===== config.mk =====
export PLATFORM = sky130hd
export DESIGN_NAME = trans_energy_accum_flat
export DESIGN_NICKNAME = d
export VERILOG_FILES = /design/src/rtl/trans_energy_accum_if.sv /design/src/rtl/trans_energy_accum.sv /design/src/flat_wrapper.sv
export SDC_FILE = /design/constraint.sdc
export NUM_CORES = 1
export LEC_CHECK = 0
export CAP_MARGIN = 20
export CORE_UTILIZATION = 67
export DETAILED_ROUTE_END_ITERATION = 7
export PLACE_DENSITY = 0.83
export SETUP_SLACK_MARGIN = 0.5
export SYNTH_ARGS = -nofsm -noshare
export SYNTH_HDL_FRONTEND = slang
export SYNTH_SLANG_ARGS = --single-unit

===== constraint.sdc =====
create_clock -name C -period 13.3 [get_ports C]
set_clock_uncertainty 0.15 [all_clocks]
set_input_delay 1.33 -clock C [delete_from_list [all_inputs] [get_ports C]]
set_output_delay 1.33 -clock C [all_outputs]
set_load 0.05 [all_outputs]

===== src/rtl/trans_energy_accum_if.sv =====
// Snapshot/result bus of trans_energy_accum. The master drives events and
// snapshot requests and consumes the result; the slave is the accumulator.
interface trans_energy_accum_if #(
  parameter int ACC_W = 27
) ();
  logic [5:0]       ev;
  logic             snap;
  logic             busy;
  logic [ACC_W-1:0] res;
  // res/res_valid hold steady while res_valid=1; a transfer happens on any
  // rising clock edge that samples res_valid=1 and res_ready=1 together.
  logic             res_valid;
  logic             res_ready;
  logic             ovf;

  modport master (
    output ev, snap, res_ready,
    input  busy, res, res_valid, ovf
  );

  modport slave (
    input  ev, snap, res_ready,
    output busy, res, res_valid, ovf
  );
endinterface


===== src/rtl/trans_energy_accum.sv =====
// Per-class toggle counters with a serial weighted-energy snapshot engine.
// Define TRANS_CNT_SAT_EN for saturating counters and a sticky ovf flag.
module trans_energy_accum #(
  parameter int CNT_W   = 16,
  parameter int WGT_W   = 8,
  parameter int ACC_W   = 27,
  parameter int W_BUF   = 10,
  parameter int W_INV   = 7,
  parameter int W_NAND  = 7,
  parameter int W_NOR   = 10,
  parameter int W_DFF   = 12,
  parameter int W_DFFSR = 12
) (
  input  logic                  C,
  input  logic                  R,
  trans_energy_accum_if.slave   bus,
  output logic [1:0]            dbg_state_o
);

  typedef enum logic [1:0] {
    IDLE  = 2'd0,
    ACCUM = 2'd1,
    DONE  = 2'd2
  } state_e;

  state_e           state_q, state_d;
  logic [CNT_W-1:0] cnt_q [6];
  logic [CNT_W-1:0] cnt_d [6];
  logic [CNT_W-1:0] cnt_inc [6];
  logic [CNT_W-1:0] shd_q [6];
  logic [CNT_W-1:0] shd_d [6];
  logic [ACC_W-1:0] acc_q, acc_d;
  logic [ACC_W-1:0] res_q, res_d;
  logic [ACC_W-1:0] term;
  logic [CNT_W-1:0] sel_cnt;
  logic [WGT_W-1:0] sel_w;
  logic [2:0]       k_q, k_d;
  logic             vld_q, vld_d;

`ifdef TRANS_CNT_SAT_EN
  logic ev_at_max;
  logic ovf_q;

  always_comb begin
    ev_at_max = 1'b0;
    for (int i = 0; i < 6; i++) begin
      cnt_inc[i] = cnt_q[i];
      if (bus.ev[i]) begin
        if (&cnt_q[i]) ev_at_max = 1'b1;
        else           cnt_inc[i] = cnt_q[i] + CNT_W'(1);
      end
    end
  end

  always_ff @(posedge C) begin
    if (R)              ovf_q <= 1'b0;
    else if (ev_at_max) ovf_q <= 1'b1;
  end

  assign bus.ovf = ovf_q;
`else
  always_comb begin
    for (int i = 0; i < 6; i++) begin
      cnt_inc[i] = bus.ev[i] ? cnt_q[i] + CNT_W'(1) : cnt_q[i];
    end
  end

  assign bus.ovf = 1'b0;
`endif

  // One class per ACCUM cycle: shadow count of class k times its weight.
  always_comb begin
    sel_cnt = '0;
    sel_w   = '0;
    case (k_q)
      3'd0: begin sel_cnt = shd_q[0]; sel_w = WGT_W'(W_BUF);   end
      3'd1: begin sel_cnt = shd_q[1]; sel_w = WGT_W'(W_INV);   end
      3'd2: begin sel_cnt = shd_q[2]; sel_w = WGT_W'(W_NAND);  end
      3'd3: begin sel_cnt = shd_q[3]; sel_w = WGT_W'(W_NOR);   end
      3'd4: begin sel_cnt = shd_q[4]; sel_w = WGT_W'(W_DFF);   end
      3'd5: begin sel_cnt = shd_q[5]; sel_w = WGT_W'(W_DFFSR); end
      default: ;
    endcase
    term = ACC_W'(sel_cnt) * ACC_W'(sel_w);
  end

  always_comb begin
    state_d = state_q;
    cnt_d   = cnt_inc;
    shd_d   = shd_q;
    acc_d   = acc_q;
    res_d   = res_q;
    k_d     = k_q;
    vld_d   = vld_q;
    case (state_q)
      IDLE: begin
        if (bus.snap) begin
          shd_d = cnt_inc;
          for (int i = 0; i < 6; i++) cnt_d[i] = '0;
          acc_d   = '0;
          k_d     = '0;
          state_d = ACCUM;
        end
      end
      ACCUM: begin
        acc_d = acc_q + term;
        k_d   = k_q + 3'd1;
        if (k_q == 3'd5) state_d = DONE;
      end
      DONE: begin
        // First DONE cycle publishes the sum; afterwards wait for the consumer.
        if (!vld_q) begin
          vld_d = 1'b1;
          res_d = acc_q;
        end else if (bus.res_ready) begin
          vld_d   = 1'b0;
          state_d = IDLE;
        end
      end
      default: state_d = IDLE;
    endcase
  end

  always_ff @(posedge C) begin
    if (R) begin
      state_q <= IDLE;
      for (int i = 0; i < 6; i++) begin
        cnt_q[i] <= '0;
        shd_q[i] <= '0;
      end
      acc_q <= '0;
      res_q <= '0;
      k_q   <= '0;
      vld_q <= 1'b0;
    end else begin
      state_q <= state_d;
      for (int i = 0; i < 6; i++) begin
        cnt_q[i] <= cnt_d[i];
        shd_q[i] <= shd_d[i];
      end
      acc_q <= acc_d;
      res_q <= res_d;
      k_q   <= k_d;
      vld_q <= vld_d;
    end
  end

  assign bus.busy      = (state_q != IDLE);
  assign bus.res       = res_q;
  assign bus.res_valid = vld_q;
  assign dbg_state_o   = state_q;

endmodule


===== src/flat_wrapper.sv =====
// flat-port wrapper written by rule: the top's interface ports become plain ports
module trans_energy_accum_flat 
#(
  parameter int CNT_W   = 16,
  parameter int WGT_W   = 8,
  parameter int ACC_W   = 27,
  parameter int W_BUF   = 10,
  parameter int W_INV   = 7,
  parameter int W_NAND  = 7,
  parameter int W_NOR   = 10,
  parameter int W_DFF   = 12,
  parameter int W_DFFSR = 12
)
  (C, R, dbg_state_o, bus_ev, bus_snap, bus_res_ready, bus_busy, bus_res, bus_res_valid, bus_ovf);
  trans_energy_accum_if #(.ACC_W(ACC_W)) bus_i ();
  input  logic C;
  input  logic R;
  output logic [1:0] dbg_state_o;
  input wire logic [$bits(bus_i.ev)-1:0] bus_ev;
  input wire logic [$bits(bus_i.snap)-1:0] bus_snap;
  input wire logic [$bits(bus_i.res_ready)-1:0] bus_res_ready;
  output wire logic [$bits(bus_i.busy)-1:0] bus_busy;
  output wire logic [$bits(bus_i.res)-1:0] bus_res;
  output wire logic [$bits(bus_i.res_valid)-1:0] bus_res_valid;
  output wire logic [$bits(bus_i.ovf)-1:0] bus_ovf;
  assign bus_i.ev = bus_ev;
  assign bus_i.snap = bus_snap;
  assign bus_i.res_ready = bus_res_ready;
  assign bus_busy = bus_i.busy;
  assign bus_res = bus_i.res;
  assign bus_res_valid = bus_i.res_valid;
  assign bus_ovf = bus_i.ovf;
  trans_energy_accum #(.CNT_W(CNT_W), .WGT_W(WGT_W), .ACC_W(ACC_W), .W_BUF(W_BUF), .W_INV(W_INV), .W_NAND(W_NAND), .W_NOR(W_NOR), .W_DFF(W_DFF), .W_DFFSR(W_DFFSR)) u_core (.C(C), .R(R), .bus(bus_i), .dbg_state_o(dbg_state_o));
endmodule

After elaboration in Yosys (flattened, before gate mapping)
Memories as Yosys holds them, arrays and structs flattened. Cells that the tools add are included. Widths: inputs -> output; s select.

Equal/unequal tests: 11. Reduce and logical (&&, ||, !) cells: 11. Add/subtract/negate cells: 8. Bitwise operators: 7. Multipliers: 1. Mux-type cells: 30.

Operator list (count): $mux 16 (12); $mux 96 (2); $add 16x1->16 const B (6); $pmux 16 s6 (1); $pmux 27 s2 (1); $add 27x24->27 (1); $mux 27 (1); $mul 16x4->20 (1); $pmux 4 s3 (1); $mux 2 (4); $eq 3x2->1 const B (2); $eq 3x3->1 const B (2); $or 1x1->1 (6); $pmux 2 s3 (1); $pmux 3 s2 (1); $reduce_and 2->1 (3); $reduce_or 2->1 (3); $mux 1 (5); $ne 2x1->1 const B (2); $ne 2x2->1 const B (2); $reduce_and 4->1 (1); $reduce_bool 2->1 (2); $add 3x1->3 const B (1); $eq 3x1->1 const B (1); other kinds (6) (6).

Flip-flop bits (word level): 156. RAM bits: 96. Output and inout bits: 32. Logic and storage cells: 80. Bits of input ports: 10. Memories kept: 1.

Memory list: u_core.cnt_q (words 6, bits a word 16, read ports 6, clocked after Yosys merged registers in 0, write ports 6, RTL line trans_energy_accum.sv:27) `logic [CNT_W-1:0] cnt_q [6];`.

Longest topological paths before layout
Depth in word-level cells: 6. Mapped depth: 31. Mapped depth without buffers: 27.

Least setup slack after synthesis
No wires, ideal clock.

Path kind: flip-flop to flip-flop. From: reg u_core.k_q[2]. To: reg u_core.acc_q[26]. Clock period less this slack: 6.612 ns. Cell stages (with the launch flop): 31. Arrival time: 6.403 ns. Setup slack: 6.688 ns. Path buffers: 6. Setup time: 0.059 ns. Data required time: 13.091 ns. Cell sequence: dfxtp_1 buf_2 buf_2 buf_2 inv_1 ha_1 clkbuf_1 buf_1 nor3_1 clkbuf_1 nor2_1 fa_1 inv_1 fa_1 inv_1 ha_1 a211oi_1 o211ai_1 a31oi_2 a21oi_1 a21o_1 a21oi_1 xnor2_1 ha_1 nand2_1 o21ai_0 a21o_1 a21oi_1 o31a_4 or4_1 nand2_1.

Cells in the longest elaborated chain, start to end: 6. Elaborated cells between the ends (all ways): 14. Classes of those cells: 1 x add/sub; 1 x mul; 5 x eq/ne; 3 x mux; 4 x reduce/logical.

RTL lines: from (decl) (RTL line trans_energy_accum.sv:37) `logic [2:0] k_q, k_d;`; from (signal assigned) (RTL line trans_energy_accum.sv:143) `k_q <= k_d;`; $eq 3x3->1, or another cell as far along (RTL line trans_energy_accum.sv:75) `case (k_q)`; $reduce_or 2->1 (no source line); $pmux 4 s3 (RTL line trans_energy_accum.sv:75); $mul 16x4->20 * (RTL line trans_energy_accum.sv:84) `term = ACC_W'(sel_cnt) * ACC_W'(sel_w);`; $add 27x24->27 * (RTL line trans_energy_accum.sv:106) `acc_d = acc_q + term;`; $pmux 27 s2 * (RTL line trans_energy_accum.sv:95) `case (state_q)`; to (signal assigned) (RTL line trans_energy_accum.sv:131) `acc_q <= '0;`; to (signal assigned) (RTL line trans_energy_accum.sv:141) `acc_q <= acc_d;`; to (decl) (RTL line trans_energy_accum.sv:32) `logic [ACC_W-1:0] acc_q, acc_d;`.

Every way passes the cells marked *; elsewhere a longest branch is shown, timed or not. A chain may end at the register's enable or synchronous reset.

Worst setup path in the final report
From: reg u_core.k_q[2]. To: reg u_core.acc_q[21].

The elaborated chain is that of the path after synthesis.

==> metrics.yaml <==
run_status:
  outcome: "finished clean"
route:
  num_vias: 10407
  wl_per_cell_um: 16.37
  drt-total-wl_um: 28920
  viasPerCell: 5.893
  final_antenna_net_count: 0
  dr.first_iter.drc_count: 717
  first_pass_iters: 6
  drc: 0
clock_tree:
  cts_tree: "yes"
  cts.sinks: 252
  cts.clk_slew.worst_paths_ns: 0.06
  cts_buffers: 25
  h-tree-depth: 1
  clockBufferDepth: 3
  clockRootBuffer: "clkbuf_16"
  post_cts_buffers: 0
  cts_hold_buffers: 0
  worst_skew_pair.late_latency_ns: 0.53
  cts_resized: 0
global_route:
  globalRouteTotalUtil_pct: 30.13
  gr-usage-met1_pct: 37.59
  grt_overflow: 0
  met2_usage_pct: 51.97
  grt_pass1_wl_um: 48270
  antenna_found_initial: 0
  use_met3_pct: 4.444
  grt_max_degree: 119
  busiest_layer: "met2"
  grt_pass1_vias: 9836
floorplanning:
  row_count: 50
  start_util_pct: 68.58
  core-area_sq_mm: 0.01871
  dieArea_sq_mm: 0.01971
  die_y_um: 140.4
  die_w_um: 140.4
  ios: 42
power_and_ir_drop:
  power.leakage_nw: 5.546
  p_clk_share_pct: 39.0
  combPwrFrac_pct: 15.8
  power.internal_mw: 1.303
  p_sw_uw: 492.1
  ir_worst_vdd_mv: 0.1216
  seqPwrFrac_pct: 45.2
  switching_share_pct: 27.41
  power_density_mw_per_mm2: 127.3
sta:
  rsz0062_at_grt: "false"
  period_minus_slack_ns: 7.343
  tightest_slew_ns: 0.9975
  fmax_mhz: 136.2
  finalCritPeriodShare_pct: 55.21
  setup_viol: 0
  timing_hold_violations_final: 0
  slew_headroom_pct: 33.20
  slew_viol_final: 0
  setup_tns_ns: 0
  whs_ns: 0.3008
yosys:
  synthesis.nets: 1621
  avgSynthCellArea_sq_um: 8.418
  synth-seq-area-share_pct: 39.33
  yosys_warnings: 0
  async_flop_share_pct: 0
  synth_cell_type_count: 55
  mappedNetlistArea_sq_mm: 0.01283
  syn_inst: 1524
  ys.flop_type: "dfxtp_1"
  synth-seq-cells: 252
  synth_edf_count: 0
final_layout:
  utilization_pct: 75.40
  fillers: 1422
  final_nets: 1615
  drive_above_1_share_pct: 4.830
  area_delta_synth_final_pct: 9.938
  fin_cells: 1766
  diodes: 0
setup_path:
  reg2reg_slack_ns: 5.96
  worst-path-max-fanout: 28
  required_ns: 13.61
  worstSetupStartpointType: "flop"
  crit_type: "reg2reg"
  rr_endpoint: "u_core.acc_q[21]"
  timing.rr.start: "u_core.k_q[2]"
  rr_worst_depth: 25
  critPathCaptureType: "flop"
  crit_arrival_ns: 7.66
run:
  maxCapViolCount: 0
worst_hold_path:
  min_from: "u_core.bus.res[25]"
  hold_path_class: "reg2reg"
  min_path_cells: 2
  hold_end: "u_core.bus.res[25]"
placed_design:
  placed_cells: 1724
  dp_hpwl_um: 20900
  io_buffers: 40
  place.gp.congestion: 0.9444
## area by class of cell
class / instances / area, sq um / area share [%]
inverters: 63 / 236.5 / 1.677
clock buffers: 33 / 705.7 / 5.004
multi-input cells: 1127 / 7231 / 51.27
clock inverters: 8 / 107.6 / 0.7630
well taps: 234 / 292.8 / 2.076
flip-flops and latches: 252 / 5045 / 35.77
repair buffers: 49 / 485.5 / 3.442
## registers in the layout, indices dropped and copies added, names as in the netlist
signal                count
u_core.acc_q             27
u_core.bus.res           27
u_core.bus.res_valid      1
u_core.cnt_q             96
u_core.dbg_state_o        2
u_core.k_q                3
u_core.shd_q             96
## through the flow
step / power (mW) / area (sq um) / setup slack, ns
4_1_cts: 1.801 / 14080 / 6.065
6_report: 1.795 / 14100 / 5.957
3_3_place_gp: 1.098 / 13260 / 6.257
2_1_floorplan: 1.040 / 12830 / 6.688
5_1_grt: 1.874 / 14100 / 5.410
3_5_place_dp: 1.105 / 13260 / 6.106
## power groups by stage
stage / Sequential (mW) / Clock, mW / Combinational (mW)
2_1_floorplan: 0.815 / 0 / 0.225
3_3_place_gp: 0.827 / 0 / 0.271
3_5_place_dp: 0.827 / 0 / 0.278
4_1_cts: 0.811 / 0.710 / 0.280
5_1_grt: 0.813 / 0.742 / 0.318
6_report: 0.811 / 0.701 / 0.283
## worst max path at each step
stage	slack, ns	start	endpoint	cells after the start
floorplan	6.69	u_core.k_q[2]	u_core.acc_q[26]	30
global placement	6.26	u_core.k_q[2]	u_core.acc_q[26]	24
detailed placement	6.11	u_core.k_q[0]	u_core.acc_q[25]	25
CTS	6.06	u_core.k_q[2]	u_core.acc_q[25]	25
global route	5.41	u_core.k_q[2]	u_core.acc_q[21]	25
finish	5.96	u_core.k_q[2]	u_core.acc_q[21]	25
## Yosys cell counts (6+ instances only)
| library cell | n | area share (%) |
|---|---|---|
| nor2_1 | 290 | 8.5 |
| dfxtp_1 | 252 | 39 |
| nand2_1 | 151 | 4.4 |
| a211oi_1 | 104 | 6.1 |
| a21oi_1 | 80 | 3.1 |
| xor2_1 | 69 | 4.7 |
| clkbuf_1 | 64 | 1.9 |
| inv_1 | 63 | 1.8 |
| ha_1 | 58 | 5.7 |
| xnor2_1 | 51 | 3.5 |
| nand3_1 | 41 | 1.6 |
| o21ai_0 | 31 | 1.2 |
| fa_1 | 29 | 4.5 |
| nand4_1 | 21 | 1.0 |
| and3_1 | 20 | 0.98 |
| nand2b_1 | 20 | 0.98 |
| a22oi_1 | 17 | 0.99 |
| a21o_1 | 13 | 0.76 |
| buf_2 | 13 | 0.51 |
| mux2i_1 | 10 | 0.78 |
| and2_1 | 9 | 0.44 |
| a221oi_1 | 8 | 0.55 |
| mux2_2 | 8 | 0.70 |
| nor3_1 | 8 | 0.31 |
| o211ai_1 | 8 | 0.47 |
| a222oi_1 | 7 | 0.55 |
| nor2b_1 | 7 | 0.34 |
| a31oi_1 | 6 | 0.29 |
| o21bai_1 | 6 | 0.35 |
| or2_2 | 6 | 0.29 |
## critical path, stage by stage, from the launching register on
cell	delay, ns
dfxtp_1	0.90
inv_1	0.27
ha_1	0.51
a222oi_1	0.45
a21boi_0	0.46
nor2_1	0.10
fa_1	0.50
inv_1	0.05
fa_1	0.52
inv_1	0.04
ha_1	0.34
a21o_1	0.22
a211o_1	0.30
a31oi_1	0.15
o21bai_1	0.13
a21o_1	0.20
a21oi_1	0.17
xnor2_1	0.16
ha_1	0.33
a21oi_1	0.16
o21ai_0	0.09
a21oi_1	0.16
o21ai_0	0.14
a221o_2	0.46
nand3_1	0.12
mux2i_1	0.18
## metal layers
metal / up-vias / part of all wire (%)
li1: 5207 / -
met1: 4865 / 43
met2: 267 / 48
met3: 68 / 4.8
met4: 0 / 4.3
met5: - / 0
## cells by family (layout without fill, tap and decap cells)
family                   Yosys count  count (layout)  share of synthesized area [%]
AND/OR/NAND/NOR                  589             589                          19.80
buffers and inverters            145             153                          4.408
adder cells (fa/ha/maj)           87              87                          10.18
XOR/XNOR                         120             120                          8.193
multiplexers                      18              18                          1.483
other                              1               1                        0.02923
flip-flops                       252             252                          39.33
AO/OA/AOI/OAI                    312             312                          16.58
## cells in the final DEF, fill, tap and decap left out, types with 10 or more instances in the layout
| cell type | count |
|---|---|
| mux2i_1 | 10 |
| clkbuf_16 | 25 |
| nand3_1 | 41 |
| a211oi_1 | 104 |
| a21oi_1 | 80 |
| nor2_1 | 290 |
| nand2b_1 | 19 |
| and3_1 | 20 |
| clkdlybuf4s50_1 | 39 |
| xor2_1 | 69 |
| xnor2_1 | 51 |
| ha_1 | 58 |
| a21o_1 | 13 |
| nand2_1 | 151 |
| dfxtp_1 | 252 |
| nand4_1 | 21 |
| inv_1 | 63 |
| a22oi_1 | 17 |
| fa_1 | 29 |
| o21ai_0 | 31 |
(Power assumes the default switching activity.)
